<file path="config.mk">
export PLATFORM = sky130hd
export DESIGN_NAME = dw02_sum_unpack_flat
export DESIGN_NICKNAME = d
export VERILOG_FILES = /design/src/rtl/dw02_sum_unpack_pkg.sv /design/src/rtl/dw02_sum_unpack_if.sv /design/src/rtl/dw02_sum_slice_mux.sv /design/src/rtl/dw02_sum_unpack.sv /design/src/flat_wrapper.sv
export SDC_FILE = /design/constraint.sdc
export NUM_CORES = 1
export LEC_CHECK = 0
export ABC_CLOCK_PERIOD_IN_PS = 16600
export BUFFER_PORTS_ARGS = -buffer_cell sky130_fd_sc_hd__clkbuf_2
export CAP_MARGIN = 20
export CORE_MARGIN = 1.5
export CORE_UTILIZATION = 55
export CTS_BUF_LIST = sky130_fd_sc_hd__clkbuf_2 sky130_fd_sc_hd__clkbuf_4 sky130_fd_sc_hd__clkbuf_8
export CTS_CLUSTER_SIZE = 16
export DETAILED_ROUTE_END_ITERATION = 12
export GPL_ROUTABILITY_DRIVEN = 0
export MAX_ROUTING_LAYER = met4
export PLACE_DENSITY = 0.8
export SYNTH_ARGS = -nofsm -noshare
export SYNTH_HDL_FRONTEND = slang
export SYNTH_SLANG_ARGS = --single-unit
</file>
<file path="constraint.sdc">
create_clock -name clk -period 16.6 [get_ports clk]
set_input_delay 1.66 -clock clk [delete_from_list [all_inputs] [get_ports clk]]
set_output_delay 1.66 -clock clk [all_outputs]
set_load 0.03 [all_outputs]
</file>
<file path="src/rtl/dw02_sum_unpack_pkg.sv">
// dw02_sum_unpack_pkg
//   Shared definitions for the dw02_sum_unpack slice: FSM state encoding and
//   the slice-index width helper used by the interface, top and mux.
package dw02_sum_unpack_pkg;

  typedef enum logic {
    IDLE   = 1'b0,
    STREAM = 1'b1
  } state_e;

  // Index width: clog2(n), but never narrower than one bit.
  function automatic int unsigned idx_width(input int unsigned n);
    return (n <= 1) ? 1 : $clog2(n);
  endfunction

endpackage

</file>
<file path="src/rtl/dw02_sum_unpack_if.sv">
// dw02_sum_unpack_if
//   Bus bundle for dw02_sum_unpack.
//   Input side : in_valid/in_ready handshake carrying the packed INPUT vector.
//   Output side: out_valid/out_ready handshake carrying out_data/out_idx/out_last.
//   Result     : SUM with its one-cycle sum_valid strobe.
//   Modports   : master = traffic source/sink (bench or parent), slave = the block.
interface dw02_sum_unpack_if
  import dw02_sum_unpack_pkg::*;
#(
  parameter int unsigned num_inputs  = 4,
  parameter int unsigned input_width = 32
);
  localparam int unsigned IDXW = idx_width(num_inputs);

  logic                              in_valid;
  logic                              in_ready;
  logic [input_width*num_inputs-1:0] INPUT;
  logic                              out_valid;
  logic                              out_ready;
  logic [input_width-1:0]            out_data;
  logic [IDXW-1:0]                   out_idx;
  logic                              out_last;
  logic [input_width-1:0]            SUM;
  logic                              sum_valid;

  modport master (
    output in_valid, INPUT, out_ready,
    input  in_ready, out_valid, out_data, out_idx, out_last, SUM, sum_valid
  );

  modport slave (
    input  in_valid, INPUT, out_ready,
    output in_ready, out_valid, out_data, out_idx, out_last, SUM, sum_valid
  );

endinterface

</file>
<file path="src/rtl/dw02_sum_slice_mux.sv">
// dw02_sum_slice_mux
//   Combinational selector of one input_width slice from the packed shadow
//   register.
//   shadow : packed operands, slice k at bits [k*input_width +: input_width]
//   idx    : slice to select (out-of-range values yield zero)
//   slice  : selected operand
module dw02_sum_slice_mux #(
  parameter int unsigned num_inputs  = 4,
  parameter int unsigned input_width = 32,
  parameter int unsigned IDXW        = 2
) (
  input  logic [input_width*num_inputs-1:0] shadow,
  input  logic [IDXW-1:0]                   idx,
  output logic [input_width-1:0]            slice
);

  always_comb begin
    slice = '0;
    for (int unsigned k = 0; k < num_inputs; k++) begin
      if (idx == IDXW'(k)) begin
        slice = shadow[k*input_width +: input_width];
      end
    end
  end

endmodule

</file>
<file path="src/rtl/dw02_sum_unpack.sv">
// dw02_sum_unpack
//   Accepts a packed vector of num_inputs operands, streams the operands out
//   one beat per transfer (slice 0 first) and publishes their modulo
//   2^input_width total on SUM once the last beat has been taken.
//   clk : rising-edge clock
//   rst : asynchronous active-high reset
//   io  : dw02_sum_unpack_if.slave (input handshake, output beat stream, SUM)
module dw02_sum_unpack
  import dw02_sum_unpack_pkg::*;
#(
  parameter int unsigned num_inputs  = 4,
  parameter int unsigned input_width = 32
) (
  input logic               clk,
  input logic               rst,
  dw02_sum_unpack_if.slave  io
);

  localparam int unsigned     IDXW     = idx_width(num_inputs);
  localparam int unsigned     VW       = input_width * num_inputs;
  localparam logic [IDXW-1:0] LAST_IDX = IDXW'(num_inputs - 1);

  state_e                 state_q, state_d;
  logic [VW-1:0]          shadow_q, shadow_d;
  logic [IDXW-1:0]        idx_q, idx_d;
  logic [input_width-1:0] acc_q, acc_d;
  logic [input_width-1:0] sum_q, sum_d;
  logic                   sum_valid_q, sum_valid_d;
  logic                   out_valid_q, out_valid_d;
  logic                   out_last_q, out_last_d;
  logic [input_width-1:0] slice;

  dw02_sum_slice_mux #(
    .num_inputs (num_inputs),
    .input_width(input_width),
    .IDXW       (IDXW)
  ) u_slice_mux (
    .shadow(shadow_q),
    .idx   (idx_q),
    .slice (slice)
  );

  always_comb begin
    state_d     = state_q;
    shadow_d    = shadow_q;
    idx_d       = idx_q;
    acc_d       = acc_q;
    sum_d       = sum_q;
    sum_valid_d = 1'b0;

    unique case (state_q)
      IDLE: begin
        if (io.in_valid) begin
          shadow_d = io.INPUT;
          idx_d    = '0;
          acc_d    = '0;
          state_d  = STREAM;
        end
      end
      STREAM: begin
        if (io.out_ready) begin
          acc_d = acc_q + slice;
          if (idx_q == LAST_IDX) begin
            sum_d       = acc_q + slice;
            sum_valid_d = 1'b1;
            state_d     = IDLE;
          end else begin
            idx_d = idx_q + IDXW'(1);
          end
        end
      end
    endcase

    // Beat flags are registered, so they are derived from the next state/index.
    out_valid_d = (state_d == STREAM);
    out_last_d  = (state_d == STREAM) && (idx_d == LAST_IDX);
  end

  always_ff @(posedge clk or posedge rst) begin
    if (rst) begin
      state_q     <= IDLE;
      shadow_q    <= '0;
      idx_q       <= '0;
      acc_q       <= '0;
      sum_q       <= '0;
      sum_valid_q <= 1'b0;
      out_valid_q <= 1'b0;
      out_last_q  <= 1'b0;
    end else begin
      state_q     <= state_d;
      shadow_q    <= shadow_d;
      idx_q       <= idx_d;
      acc_q       <= acc_d;
      sum_q       <= sum_d;
      sum_valid_q <= sum_valid_d;
      out_valid_q <= out_valid_d;
      out_last_q  <= out_last_d;
    end
  end

  assign io.in_ready  = (state_q == IDLE);
  assign io.out_valid = out_valid_q;
  assign io.out_data  = out_valid_q ? slice : '0;
  assign io.out_idx   = idx_q;
  assign io.out_last  = out_last_q;
  assign io.SUM       = sum_q;
  assign io.sum_valid = sum_valid_q;

endmodule

</file>
<file path="src/flat_wrapper.sv">
// flat-port wrapper written by rule: the top's interface ports become plain ports
module dw02_sum_unpack_flat import dw02_sum_unpack_pkg::*;
#(
  parameter int unsigned num_inputs  = 4,
  parameter int unsigned input_width = 32
)
  (clk, rst, io_in_valid, io_INPUT, io_out_ready, io_in_ready, io_out_valid, io_out_data, io_out_idx, io_out_last, io_SUM, io_sum_valid);
  dw02_sum_unpack_if #(.num_inputs(num_inputs), .input_width(input_width)) io_i ();
  input logic clk;
  input logic rst;
  input wire logic [$bits(io_i.in_valid)-1:0] io_in_valid;
  input wire logic [$bits(io_i.INPUT)-1:0] io_INPUT;
  input wire logic [$bits(io_i.out_ready)-1:0] io_out_ready;
  output wire logic [$bits(io_i.in_ready)-1:0] io_in_ready;
  output wire logic [$bits(io_i.out_valid)-1:0] io_out_valid;
  output wire logic [$bits(io_i.out_data)-1:0] io_out_data;
  output wire logic [$bits(io_i.out_idx)-1:0] io_out_idx;
  output wire logic [$bits(io_i.out_last)-1:0] io_out_last;
  output wire logic [$bits(io_i.SUM)-1:0] io_SUM;
  output wire logic [$bits(io_i.sum_valid)-1:0] io_sum_valid;
  assign io_i.in_valid = io_in_valid;
  assign io_i.INPUT = io_INPUT;
  assign io_i.out_ready = io_out_ready;
  assign io_in_ready = io_i.in_ready;
  assign io_out_valid = io_i.out_valid;
  assign io_out_data = io_i.out_data;
  assign io_out_idx = io_i.out_idx;
  assign io_out_last = io_i.out_last;
  assign io_SUM = io_i.SUM;
  assign io_sum_valid = io_i.sum_valid;
  dw02_sum_unpack #(.num_inputs(num_inputs), .input_width(input_width)) u_core (.clk(clk), .rst(rst), .io(io_i));
endmodule
</file>
======== Word-level counts from Yosys, hierarchy flattened ========
Cells that the tools add are included.
word-level totals
  logic and storage cells ................. 40
  input port bits ......................... 132
  bits in registers ....................... 197
  output and inout bits ................... 70
cells by class
  bitwise operators ....................... 1
  muxes and demuxes ....................... 19
  equal/unequal tests ..................... 6
  reduce and logical (&&, ||, !) cells .... 5
  $add $sub $neg .......................... 2
operators with widths
  operator                                                                number
  32-bit 2-to-1 mux                                                       7
  32-bit one-hot mux with 2 select lines                                  1
  32-bit adder                                                            1
  2-bit equality test (second input constant)                             3
  1-bit 2-to-1 mux                                                        6
  2-bit 2-to-1 mux                                                        3
  2-bit != test (second input constant)                                   2
  2-bit one-hot mux with 2 select lines                                   1
  2-bit AND reduction                                                     2
  3-bit AND reduction                                                     1
  2-bit by 1-bit adder with 2-bit output (second input constant)          1
  2-bit by 1-bit equality test with 1-bit output (second input constant)  1
  2-bit zero test                                                         1
  1-bit one-hot mux with 2 select lines                                   1
  1-bit logical AND                                                       1
  1-bit NOT                                                               1

======== Longest topological paths before layout ========
Gate-level depths: netlist of run 1.
  depth after elaboration ................. 8
  depth in mapped cells ................... 15
  depth with buffers taken out ............ 12

======== Modules after synthesis ========
A second synthesis of run 1 with hierarchy kept.
second synthesis, totals
  cells, all modules ...................... 1102
  area total of the unflattened synthesis .. 9998.3 um^2
by module, submodules not included
  module              times used  area an instance (um^2)  cells an instance  seq. area each (um^2)
  dw02_sum_unpack     1           9183.8                   1063               4929.7
  dw02_sum_slice_mux  1           814.5                    39                 0.0

======== Least setup slack after synthesis of run 1 ========
Ideal clock, no wire load.
  path type ............................... flip-flop to flip-flop
  from .................................... register u_core.idx_q[0] (netlist: u_core.io.out_idx[0])
  to ...................................... register u_core.acc_q[21]
  path buffers ............................ 2
  arrival time ............................ 4120 ps
  data required time ...................... 16467 ps
  library setup time ...................... 133 ps
  period minus slack after synthesis ...... 4253 ps
  path slack .............................. 12347 ps
  cell stages (with the launch flop) ...... 13
  cells stage by stage .................... dfrtp_1 > clkbuf_1 > buf_1 > mux4_2 > ha_1 > o211a_1 > a211oi_2 > o31ai_1 > o41a_1 > a21o_1 > a311oi_2 > xor2_1 > o21ai_0
on the way
  cells in the longest elaborated chain, start to end .. 8
  elaborated cells between the ends (all ways) .. 11
  classes of those cells .................. add/sub (1); eq/ne (3); mux (6); reduce/logical (1)
RTL lines
  item                                      RTL line                  source
  from (decl)                               dw02_sum_unpack.sv:25     logic [IDXW-1:0] idx_q, idx_d;
  from (signal assigned)                    dw02_sum_unpack.sv:92     idx_q <= idx_d;
  2-bit zero test                           dw02_sum_slice_mux.sv:20  if (idx == IDXW'(k)) begin
  32-bit 2-to-1 mux (3 in a row)            dw02_sum_slice_mux.sv:20
  32-bit 2-to-1 mux *                       dw02_sum_slice_mux.sv:20
  32-bit adder *                            dw02_sum_unpack.sv:62     acc_d = acc_q + slice;
  32-bit 2-to-1 mux *                       dw02_sum_unpack.sv:61     if (io.out_ready) begin
  32-bit one-hot mux with 2 select lines *  dw02_sum_unpack.sv:51     unique case (state_q)
  to (signal assigned)                      dw02_sum_unpack.sv:84     acc_q <= '0;
  to (signal assigned)                      dw02_sum_unpack.sv:93     acc_q <= acc_d;
  to (decl)                                 dw02_sum_unpack.sv:26     logic [input_width-1:0] acc_q, acc_d;
Every way passes the cells marked *; elsewhere a longest branch is shown, timed or not. The select of a mux whose other input is x is not followed.
A chain may end at the register's enable or synchronous reset.

======== Worst setup path after layout of run 1 ========
  from .................................... register u_core.idx_q[1] (netlist: u_core.io.out_idx[1])
  to ...................................... output port io_out_data[30]
on the way
  cells in the longest elaborated chain, start to end .. 6
  elaborated cells between the ends (all ways) .. 9
  classes of those cells .................. eq/ne (3); mux (5); reduce/logical (1)
RTL lines
  item                            RTL line                  source
  2-bit zero test                 dw02_sum_slice_mux.sv:20
  32-bit 2-to-1 mux (3 in a row)  dw02_sum_slice_mux.sv:20
  32-bit 2-to-1 mux *             dw02_sum_slice_mux.sv:20
  32-bit 2-to-1 mux *             dw02_sum_unpack.sv:103    assign io.out_data = out_valid_q ? slice : '0;
  to (decl)                       flat_wrapper.sv:16        output wire logic [$bits(io_i.out_data)-1:0] io_out_data;
Every way passes the cells marked *; elsewhere a longest branch is shown, timed or not.

==> flow_metrics.py, run 1 <==
metrics = {
    "run_status": {
        "run_status": "finished clean",
    },
    "clock_network": {
        "ctsLongestPathBuffers": 2,
        "postCtsSetupBuffers": 0,
        "clk_root_buffer_cell": "clkbuf_8",
        "clk_latency_ns": 0.50,
        "number_of_cts_inserted_buffers": 17,
        "cts_sinks": 197,
        "hold_buffers": 0,
        "tritoncts": "done",
        "htree_levels": 4,
        "clk_pin_slew_worst_paths_ns": 0.10,
        "postCtsResizedCells": 0,
    },
    "global_routing": {
        "grt_start_max_net_pins": 135,
        "globalRouteMet1Util_pct": 41.0,
        "antenna_violations_before_repair": 0,
        "globalRouteTotalUtil_pct": 29.1,
        "grt.met3_usage_pct": 5.26,
        "sum_of_overflow_across_all_layers_after_global_routing": 0,
        "grt_pass1_vias": 7745,
        "grtUsageMet2_pct": 42.0,
        "top_usage_layer": "met2",
        "global_route_wire_length_before_repair_um": 39900,
    },
    "detailed_routing": {
        "route.final.wire_length_um": 25000,
        "via_per_inst": 5.56,
        "route.antenna.remaining_nets": 0,
        "num_vias": 8182,
        "drcViolationCount": 0,
        "initialDrtViolationCount": 683,
        "firstDrtPassIters": 5,
        "detail_route.wl_per_cell_um": 17.0,
    },
    "sta": {
        "setup_slack_ns": 12.32,
        "worst_hold_slack_ns": 0.481,
        "final-hold-violation-count": 0,
        "timing.clock.skew_ns": 0.0149,
        "maxClockFrequency_mhz": 234,
        "timing_max_transition_violations_final": 0,
        "worstMarginPinSlew_ns": 1.01,
        "min_period_ns": 4.28,
        "rsz0062_at_grt": "no",
        "finalSetupViolations": 0,
        "final.setup.tns_ns": 0,
        "final.period_utilization_pct": 25.8,
        "slew_margin_rel_pct": 32.7,
    },
    "setup_path": {
        "crit_path_end_kind": "primary output",
        "worstPathMaxFanout": 37,
        "worstPathArrival_ns": 2.62,
        "cp_data_required_time_ns": 14.94,
        "crit_path_start_kind": "flop",
        "worstSetupPathType": "flop to primary output",
    },
    "die": {
        "io-pin-count": 202,
        "fp.dieW_um": 136,
        "die_y_um": 136,
        "core_um2": 17400,
        "initial_utilization_pct": 56.5,
        "placement_rows": 48,
        "die_area_um2": 18600,
    },
    "logic_synthesis": {
        "xor_xnor_share_of_the_synthesized_area_pct": 2.68,
        "post_synth_and_or_nand_nor_area_fraction_pct": 22.6,
        "synthAdderAreaFrac_pct": 4.54,
        "yosys.cell_types.count": 50,
        "synth-compound-area-share_pct": 9.77,
        "async_reset_ff_share_pct": 100,
        "post_synthesis_sequential_element_count": 197,
        "synth_ff_type": "dfrtp_1",
        "share_of_synthesized_area_spent_on_multiplexers_pct": 7.57,
        "synthesis.instances": 1063,
        "syn_nets": 1230,
        "synth_seq_area_share_pct": 50.3,
        "syn-mean-instance-area_um2": 9.22,
        "synth_edf_count": 0,
        "dominant_combinational_cell_family_by_area_after_synthesis": "simple AND/OR/NAND/NOR gates",
        "synth.cell_area_um2": 9800,
        "yosys_warnings": 0,
    },
    "place": {
        "half_perimeter_wire_length_after_detailed_placement_um": 18000,
        "portBuffers": 201,
        "place_worst_setup_slack_ns": 12.67,
        "area_after_dpl_um2": 11000,
        "placed_cells_incl_taps": 1440,
    },
    "power": {
        "vdd_ir_drop_max_uv": 132,
        "total_leakage_power_nw": 6.05,
        "powerDensity_nw_per_um2": 253,
        "totalPowerFinal_mw": 2.88,
    },
    "cells_and_area": {
        "design_area_um2": 11400,
        "design.final.nets": 1401,
        "number_of_diodes_added_for_antenna_fixing": 0,
        "layout_common_cells": "nand2_1, clkbuf_2, dfrtp_1",
        "most_frequent_standard_cell_in_the_layout_excluding_fill_and_tap_cells": "nand2_1",
        "drive_above_1_share_pct": 22.8,
        "layout.cells.non_filler": 1472,
        "layout-area-overhead-vs-synth_pct": 15.9,
        "utilization_pct": 65.5,
    },
    "flow_run": {
        "cap_violations": 0,
    },
    "hold_path": {
        "hp-class": "flop to flop",
    },
}
==> routing by layer <==
| layer | share of wire [%] | vias up | wire length [um] |
|---|---|---|---|
| met4 | 3.6 | 0 | 892 |
| li1 | - | 3866 | - |
| met2 | 46 | 354 | 11500 |
| met1 | 43 | 3899 | 10800 |
| met5 | 0 | - | 0 |
| met3 | 7.1 | 63 | 1780 |
==> Yosys cell counts (all sizes together) (4+ instances only) <==
master	number	area [um^2]
a31oi	5	31.3
dfrtp	197	4930
a21o	17	128
xnor2	16	140
buf	7	30.0
a21oi	19	95.1
nand2	462	1730
inv	11	41.3
xor2	14	123
nor2b	5	31.3
o21ai	74	370
a211oi	6	50.1
o21bai	4	30.0
mux4	32	721
nand3	7	35.0
nor2	18	67.6
o21a	5	37.5
and3	7	43.8
ha	34	425
and2	34	213
nand2b	4	25.0
clkbuf	48	180
==> flip-flops by register name, indices dropped and copies added (netlist names) <==
register / count
u_core.shadow_q: 128
u_core.io.sum_valid: 1
u_core.state_q: 1
u_core.io.out_idx: 2
u_core.io.out_last: 1
u_core.acc_q: 32
u_core.io.SUM: 32
==> path summary, 6_finish.rpt <==
check / slack, ns / end / startpoint / cells after the start
max: 12.32 / io_out_data[30] / u_core.io.out_idx[1] / 3
min: 0.48 / u_core.shadow_q[58] / u_core.shadow_q[58] / 2
max reg2reg: 12.60 / u_core.acc_q[29] / u_core.io.out_idx[0] / 11
min reg2reg: 0.48 / u_core.shadow_q[58] / u_core.shadow_q[58] / 2
max in group asynchronous: 13.81 / u_core.io.out_idx[1] / rst / 3
min in group asynchronous: 1.36 / u_core.acc_q[9] / rst / 2
==> cells by family (layout without fill, tap and decap cells) <==
logic type / count (synthesis) / count (layout)
simple gates: 547 / 547
flops: 197 / 197
compound gates: 154 / 154
buf+inv: 66 / 250
fa+ha+maj: 35 / 35
mux: 34 / 34
xor+xnor: 30 / 30
==> report_power, final <==
| group | switching (mW) | internal (mW) | total [mW] | leakage, nW |
|---|---|---|---|---|
| registers | 0.151 | 0.708 | 0.858 | 2.46 |
| logic | 1.06 | 0.635 | 1.70 | 3.39 |
| clock network | 0.182 | 0.140 | 0.322 | 0.203 |
| total | 1.40 | 1.48 | 2.88 | 6.05 |
==> worst max-delay path, cell delays in order (launching register included) <==
cell and delay (ns):
dfrtp_2 1.02, mux4_2 0.71, and2_1 0.20, clkbuf_2 0.18
==> area by class of cell <==
| cell class | count | area [um^2] |
|---|---|---|
| fill | 1421 | 5990 |
| timing repair buffer | 207 | 1050 |
| sequential | 197 | 4930 |
| multi-input combinational | 800 | 4640 |
| inverter | 11 | 48.8 |
| clock buffer | 18 | 241 |
| clock inverter | 14 | 166 |
| tap | 225 | 282 |
No activity file was read; power rests on OpenSTA's default activity.
==> inputs of run 2 (changes only) <==
--- a/config.mk
+++ b/config.mk
@@ -5,7 +5,7 @@
 export SDC_FILE = /design/constraint.sdc
 export NUM_CORES = 1
 export LEC_CHECK = 0
-export ABC_CLOCK_PERIOD_IN_PS = 16600
+export ABC_CLOCK_PERIOD_IN_PS = 4200
 export BUFFER_PORTS_ARGS = -buffer_cell sky130_fd_sc_hd__clkbuf_2
 export CAP_MARGIN = 20
 export CORE_MARGIN = 1.5
==> constraint.sdc (replaced) <==
create_clock -name clk -period 4.2 [get_ports clk]
set_input_delay 0.42 -clock clk [delete_from_list [all_inputs] [get_ports clk]]
set_output_delay 0.42 -clock clk [all_outputs]
set_load 0.03 [all_outputs]
==> flow_metrics.py, run 2 (synthesis gave the netlist of run 1 again) <==
metrics = {
    "clock_network": {
        "clk_pin_slew_worst_paths_ns": 0.10,
        "clk_latency_ns": 0.48,
        "htree_levels": 4,
        "postCtsSetupBuffers": 0,
        "hold_buffers": 0,
        "clk_root_buffer_cell": "clkbuf_8",
        "number_of_cts_inserted_buffers": 17,
        "tritoncts": "done",
        "postCtsResizedCells": 0,
        "ctsLongestPathBuffers": 2,
        "cts_sinks": 197,
    },
    "cells_and_area": {
        "drive_above_1_share_pct": 23.4,
        "largest-register": "u_core.shadow_q",
        "most_frequent_standard_cell_in_the_layout_excluding_fill_and_tap_cells": "nand2_1",
        "largest_register_ffs": 128,
        "layout_common_cells": "nand2_1, clkbuf_2, dfrtp_1",
        "fillers": 1394,
        "design.final.nets": 1413,
        "layout-area-overhead-vs-synth_pct": 18.3,
        "number_of_diodes_added_for_antenna_fixing": 0,
    },
    "detailed_routing": {
        "num_vias": 8199,
        "drcViolationCount": 0,
        "route.antenna.remaining_nets": 0,
        "via_per_inst": 5.52,
        "initialDrtViolationCount": 792,
        "firstDrtPassIters": 7,
        "detail_route.wl_per_cell_um": 17.1,
        "route.final.wire_length_um": 25400,
    },
    "die": {
        "die_y_um": 136,
        "placement_rows": 48,
        "core_um2": 17400,
        "initial_utilization_pct": 56.5,
        "io-pin-count": 202,
        "fp.dieW_um": 136,
        "die_area_um2": 18600,
    },
    "power": {
        "vdd_ir_drop_max_uv": 508,
        "total_leakage_power_nw": 6.17,
        "powerDensity_nw_per_um2": 1010,
        "totalPowerFinal_mw": 11.8,
    },
    "sta": {
        "final.period_utilization_pct": 90.5,
        "final.setup.tns_ns": 0,
        "maxClockFrequency_mhz": 263,
        "worst_hold_slack_ns": 0.126,
        "final-hold-violation-count": 0,
        "timing_max_transition_violations_final": 0,
        "timing.clock.skew_ns": 0.0105,
        "slew_margin_rel_pct": 36.2,
        "rsz0062_at_grt": "no",
        "finalSetupViolations": 0,
        "setup_slack_ns": 0.399,
        "min_period_ns": 3.80,
        "worstMarginPinSlew_ns": 0.955,
    },
    "place": {
        "half_perimeter_wire_length_after_detailed_placement_um": 18600,
        "portBuffers": 201,
        "place_worst_setup_slack_ns": 0.478,
    },
    "setup_path": {
        "crit_path_start_kind": "flop",
        "worstPathMaxFanout": 13,
        "r2r_end": "u_core.acc_q[28]",
        "regToRegSetupSlack_ns": 0.40,
        "cp_data_required_time_ns": 4.53,
        "reg2reg_depth": 11,
        "worstSetupPathType": "flop to flop",
        "crit_path_end_kind": "flop",
        "worstPathArrival_ns": 4.13,
        "regToRegStartpoint": "u_core.io.out_idx[0]",
    },
    "global_routing": {
        "sum_of_overflow_across_all_layers_after_global_routing": 0,
        "grt_pass1_vias": 7810,
        "global_route_wire_length_before_repair_um": 40500,
        "antenna_violations_before_repair": 0,
        "grt_start_max_net_pins": 84,
        "globalRouteTotalUtil_pct": 29.3,
    },
    "hold_path": {
        "hold_path_end": "u_core.shadow_q[99]",
        "hp-start": "io_INPUT[99]",
        "hp-class": "primary input to flop",
        "hold_path_depth": 3,
    },
    "run_status": {
        "run_status": "finished clean",
    },
    "flow_run": {
        "cap_violations": 0,
    },
}
-- run 2: cell count changes in the layout (fill, tap and decap cells not counted), sizes merged --
cell	previous run	this run
buf	6	17
bufinv	2	6
clkinv	5	2
inv	16	13
clkbuf	219	220
clkinvlp	2	3
dlygate4sd3	0	1
-- run 2: worst max path at each step --
| stage | slack [ns] | to | start | cells after the start |
|---|---|---|---|---|
| 2_1_floorplan | 0.01 | u_core.acc_q[21] | u_core.io.out_idx[0] | 12 |
| 4_1_cts | 0.45 | u_core.acc_q[28] | u_core.io.out_idx[0] | 11 |
| 3_5_place_dp | 0.48 | u_core.acc_q[28] | u_core.io.out_idx[0] | 11 |
| 6_report | 0.40 | u_core.acc_q[28] | u_core.io.out_idx[0] | 11 |
| 3_3_place_gp | 0.58 | u_core.acc_q[28] | u_core.io.out_idx[0] | 11 |
| 5_1_grt | 0.23 | u_core.acc_q[18] | u_core.io.out_idx[0] | 12 |
-- run 2: area by class of cell --
class                           instances  area [um^2]  share of cell area [%]
Sequential cell                       197         4930                    42.5
Multi-Input combinational cell        800         4640                    40.0
Timing Repair Buffer                  219         1190                    10.3
Tap cell                              225          282                    2.43
Clock buffer                           19          255                    2.20
Clock inverter                         13          244                    2.10
Inverter                               11         45.0                   0.389
-- run 2: stage by stage --
step,utilization [%],instances,instance area [um^2]
final,66.8,1484,11600
after global routing,66.8,1484,11600
after CTS,66.6,1482,11600
after detailed placement,63.7,1450,11100
after global placement,63.7,1450,11100
after floorplan,-,1063,9810
-- run 2: power breakdown --
part / internal [mW] / switching (mW)
Sequential: 2.80 / 0.582
Combinational: 2.56 / 4.31
Clock: 0.803 / 0.698
-- run 2: metal layers --
layer	wire length (um)	track usage, %	vias up
met5	0	-	-
met4	476	8.92	0
met3	1690	4.26	42
met2	11800	43.1	351
met1	11400	42.5	3923
li1	-	-	3883
-- run 2: critical path: stages, from the launching register on --
cell and delay, ns:
dfrtp_2 0.64, buf_4 0.30, mux4_2 0.57, ha_1 0.42, a21o_1 0.21, a21oi_1 0.16, nor2b_1 0.07, a311oi_1 0.33
nand3_1 0.29, a221oi_1 0.38, xor2_1 0.20, o21ai_0 0.09
==> inputs of run 3 (changes only) <==
--- a/config.mk
+++ b/config.mk
@@ -9,13 +9,14 @@
 export BUFFER_PORTS_ARGS = -buffer_cell sky130_fd_sc_hd__clkbuf_2
 export CAP_MARGIN = 20
 export CORE_MARGIN = 1.5
-export CORE_UTILIZATION = 55
+export CORE_UTILIZATION = 57
 export CTS_BUF_LIST = sky130_fd_sc_hd__clkbuf_2 sky130_fd_sc_hd__clkbuf_4 sky130_fd_sc_hd__clkbuf_8
 export CTS_CLUSTER_SIZE = 16
 export DETAILED_ROUTE_END_ITERATION = 12
 export GPL_ROUTABILITY_DRIVEN = 0
 export MAX_ROUTING_LAYER = met4
-export PLACE_DENSITY = 0.8
+export PLACE_DENSITY = 0.82
 export SYNTH_ARGS = -nofsm -noshare
 export SYNTH_HDL_FRONTEND = slang
+export SYNTH_HIERARCHICAL = 1
 export SYNTH_SLANG_ARGS = --single-unit
==> flow_metrics.py, run 3 <==
metrics = {
    "hold_path": {
        "hold_path_depth": 3,
        "hp-class": "primary input to flop",
        "hp-start": "io_INPUT[65]",
        "hold_path_end": "u_core/shadow_q[65]",
    },
    "setup_path": {
        "regToRegSetupSlack_ns": 0.30,
        "critical_path.cell_chain": "mux4_1, ha_1, fa_1, a21oi_1, o21ai_0, nand3_1, nand4_1, a31oi_1, o21ai_2, or4b_1, nand3_1",
        "cp_data_required_time_ns": 4.61,
        "reg2reg_depth": 11,
        "crit_path_max_incr_delay_ns": 0.65,
        "critical-path-slowest-cell": "mux4_1",
        "worstPathArrival_ns": 4.31,
        "r2r_end": "u_core/io.SUM[28]",
        "crit_path_end_kind": "flop",
        "worstPathMaxFanout": 10,
        "worst_path_most_repeated_cell": "nand3_1",
        "worstSetupPathType": "flop to flop",
        "regToRegStartpoint": "u_core/io.out_idx[0]",
        "crit_path_start_kind": "flop",
    },
    "cells_and_area": {
        "seq_area_um2": 4930,
        "fillers": 1405,
        "number_of_diodes_added_for_antenna_fixing": 0,
        "drive_above_1_share_pct": 22.3,
        "largest_register_ffs": 128,
        "largest-register": "u_core/shadow_q",
        "layout.cells.non_filler": 1510,
        "layout-area-overhead-vs-synth_pct": 15.6,
        "most_frequent_standard_cell_in_the_layout_excluding_fill_and_tap_cells": "nand2_1",
        "layout_common_cells": "nand2_1, clkbuf_2, dfrtp_1",
        "design.final.nets": 1436,
        "footprint_of_the_multi_input_gates_um2": 4750,
    },
    "sta": {
        "min_period_ns": 3.90,
        "timing_max_transition_violations_final": 0,
        "final.period_utilization_pct": 92.9,
        "timing.clock.skew_ns": 0.00840,
        "slew_margin_rel_pct": 26.5,
        "final.setup.tns_ns": 0,
        "maxClockFrequency_mhz": 256,
        "worstMarginPinSlew_ns": 1.10,
        "final-hold-violation-count": 0,
        "finalSetupViolations": 0,
        "rsz0062_at_grt": "no",
    },
    "die": {
        "core_um2": 17200,
        "die_area_um2": 18300,
        "fp.dieW_um": 135,
        "io-pin-count": 202,
        "placement_rows": 48,
        "die_y_um": 135,
        "initial_utilization_pct": 58.0,
    },
    "logic_synthesis": {
        "post-synth-top-area-cell": "dfrtp_1",
        "synth.cell_area_um2": 10000,
        "synthesis.instances": 1102,
        "most_frequently_used_cell_type_in_the_post_synthesis_netlist": "nand2_1",
        "share_of_synthesized_area_spent_on_multiplexers_pct": 7.38,
        "yosys.cell_types.count": 55,
        "post_synthesis_sequential_element_count": 197,
        "yosys_warnings": 6,
        "async_reset_ff_share_pct": 100,
        "post_synth_and_or_nand_nor_area_fraction_pct": 24.4,
        "dominant_combinational_cell_family_by_area_after_synthesis": "simple AND/OR/NAND/NOR gates",
        "syn_nets": 1266,
        "netlist_top_cells_count": "nand2_1, dfrtp_1, o21ai_0",
        "synthAdderAreaFrac_pct": 4.08,
        "synth_ff_type": "dfrtp_1",
        "synth-compound-area-share_pct": 8.81,
        "synth_edf_count": 0,
        "netlist.area_leader.share_pct": 49.3,
        "xor_xnor_share_of_the_synthesized_area_pct": 2.63,
        "synth_seq_area_share_pct": 49.3,
        "syn-mean-instance-area_um2": 9.07,
        "post_synth_main_area_contributors": "dfrtp_1, nand2_1, mux4_2, ha_1, o21ai_0",
    },
    "global_routing": {
        "globalRouteTotalUtil_pct": 30.0,
        "grt_pass1_vias": 8215,
        "sum_of_overflow_across_all_layers_after_global_routing": 0,
        "grt_start_max_net_pins": 198,
        "antenna_violations_before_repair": 0,
        "global_route_wire_length_before_repair_um": 41200,
    },
    "clock_network": {
        "postCtsSetupBuffers": 0,
        "cts_sinks": 197,
        "tritoncts": "done",
        "htree_levels": 4,
        "postCtsResizedCells": 0,
        "hold_buffers": 0,
        "clk_latency_ns": 0.47,
        "ctsLongestPathBuffers": 2,
        "number_of_cts_inserted_buffers": 17,
        "clk_root_buffer_cell": "clkbuf_8",
        "clk_pin_slew_worst_paths_ns": 0.10,
    },
    "detailed_routing": {
        "num_vias": 8567,
        "firstDrtPassIters": 7,
        "via_per_inst": 5.67,
        "drcViolationCount": 0,
        "route.final.wire_length_um": 25200,
        "initialDrtViolationCount": 1115,
        "detail_route.wl_per_cell_um": 16.7,
        "route.antenna.remaining_nets": 0,
    },
    "place": {
        "half_perimeter_wire_length_after_detailed_placement_um": 18200,
        "placed_cells_incl_taps": 1478,
        "portBuffers": 201,
    },
    "power": {
        "vdd_ir_drop_max_uv": 544,
        "cellInternalPower_mw": 6.01,
        "power.sequential.fraction_pct": 28.9,
        "power.share.combinational_pct": 59.7,
        "net-switching-power_mw": 5.64,
        "p_clk_share_pct": 11.4,
        "switching_share_pct": 48.4,
        "total_leakage_power_nw": 6.10,
        "powerDensity_nw_per_um2": 1010,
    },
    "flow_run": {
        "cap_violations": 0,
    },
    "run_status": {
        "run_status": "finished clean",
    },
}
[run 3: cell count changes after synthesis, sizes merged, moves of 3 or more]
cell    change
nand2      +11
nand4       +7
ha          -3
clkbuf      +4
nand3       +8
buf         +3
a21o        -8
nor3        +3
nor3b       +3
a21oi      +14
o21a        -4
[run 3: cells by family after synthesis]
kind of cell,count (synthesis)
and+or+nand+nor,589
DFF,197
AOI/OAI and AO/OA,149
buffers and inverters,72
muxes,33
adders and majority gates,32
xor gates and xnor gates,30
[run 3: stage by stage]
stage	hold slack [ns]	utilization [%]	setup slack (ns)	power (mW)	cell area (um^2)
2_1_floorplan	0.437	-	0.638	8.43	10000
3_3_place_gp	0.450	64.6	0.516	9.99	11100
3_5_place_dp	0.455	64.6	0.420	10.2	11100
4_1_cts	0.108	67.1	0.359	11.6	11600
5_1_grt	0.118	67.1	0.144	12.5	11600
6_report	0.131	67.1	0.299	11.7	11600
[run 3: cell type report]
type	instances	share of cell area (%)
sequential	197	42.7
multi-input combinational	833	41.1
timing repair buffer	213	9.70
clock buffer	22	2.51
tap	225	2.44
clock inverter	10	1.21
inverter	10	0.357
[run 3: worst max path at each step]
stage | from | cells past startpoint | to | slack [ns]
after detailed placement | u_core/io.out_idx[0] | 11 | u_core/io.SUM[28] | 0.42
after global routing | u_core/io.out_idx[0] | 11 | u_core/io.SUM[28] | 0.14
final | u_core/io.out_idx[0] | 11 | u_core/io.SUM[28] | 0.30
after floorplan | u_core/io.out_idx[0] | 12 | u_core/io.SUM[28] | 0.64
after global placement | u_core/io.out_idx[0] | 11 | u_core/io.SUM[28] | 0.52
after CTS | u_core/io.out_idx[0] | 11 | u_core/io.SUM[28] | 0.36
[run 3: power by group through the flow]
stage	Clock [mW]	Sequential, mW	Combinational [mW]
3_5_place_dp	0	3.39	6.80
4_1_cts	1.35	3.36	6.85
2_1_floorplan	0	3.49	4.93
3_3_place_gp	0	3.36	6.63
5_1_grt	1.42	3.47	7.56
6_report	1.33	3.37	6.96
[run 3: metal layers]
layer	track usage, %	wire, um	vias up
li1	-	-	4001
met1	41.2	10600	4049
met2	44.5	11500	425
met3	4.56	1980	92
met4	14.0	1130	0
met5	-	0	-
[run 3: critical path, delay by kind of cell, from the launching register on]
family | cells | cell delay [ns]
mux | 1 | 0.65
simple gates | 4 | 0.94
fa+ha+maj | 2 | 0.65
flops | 1 | 0.55
compound gates | 4 | 1.04
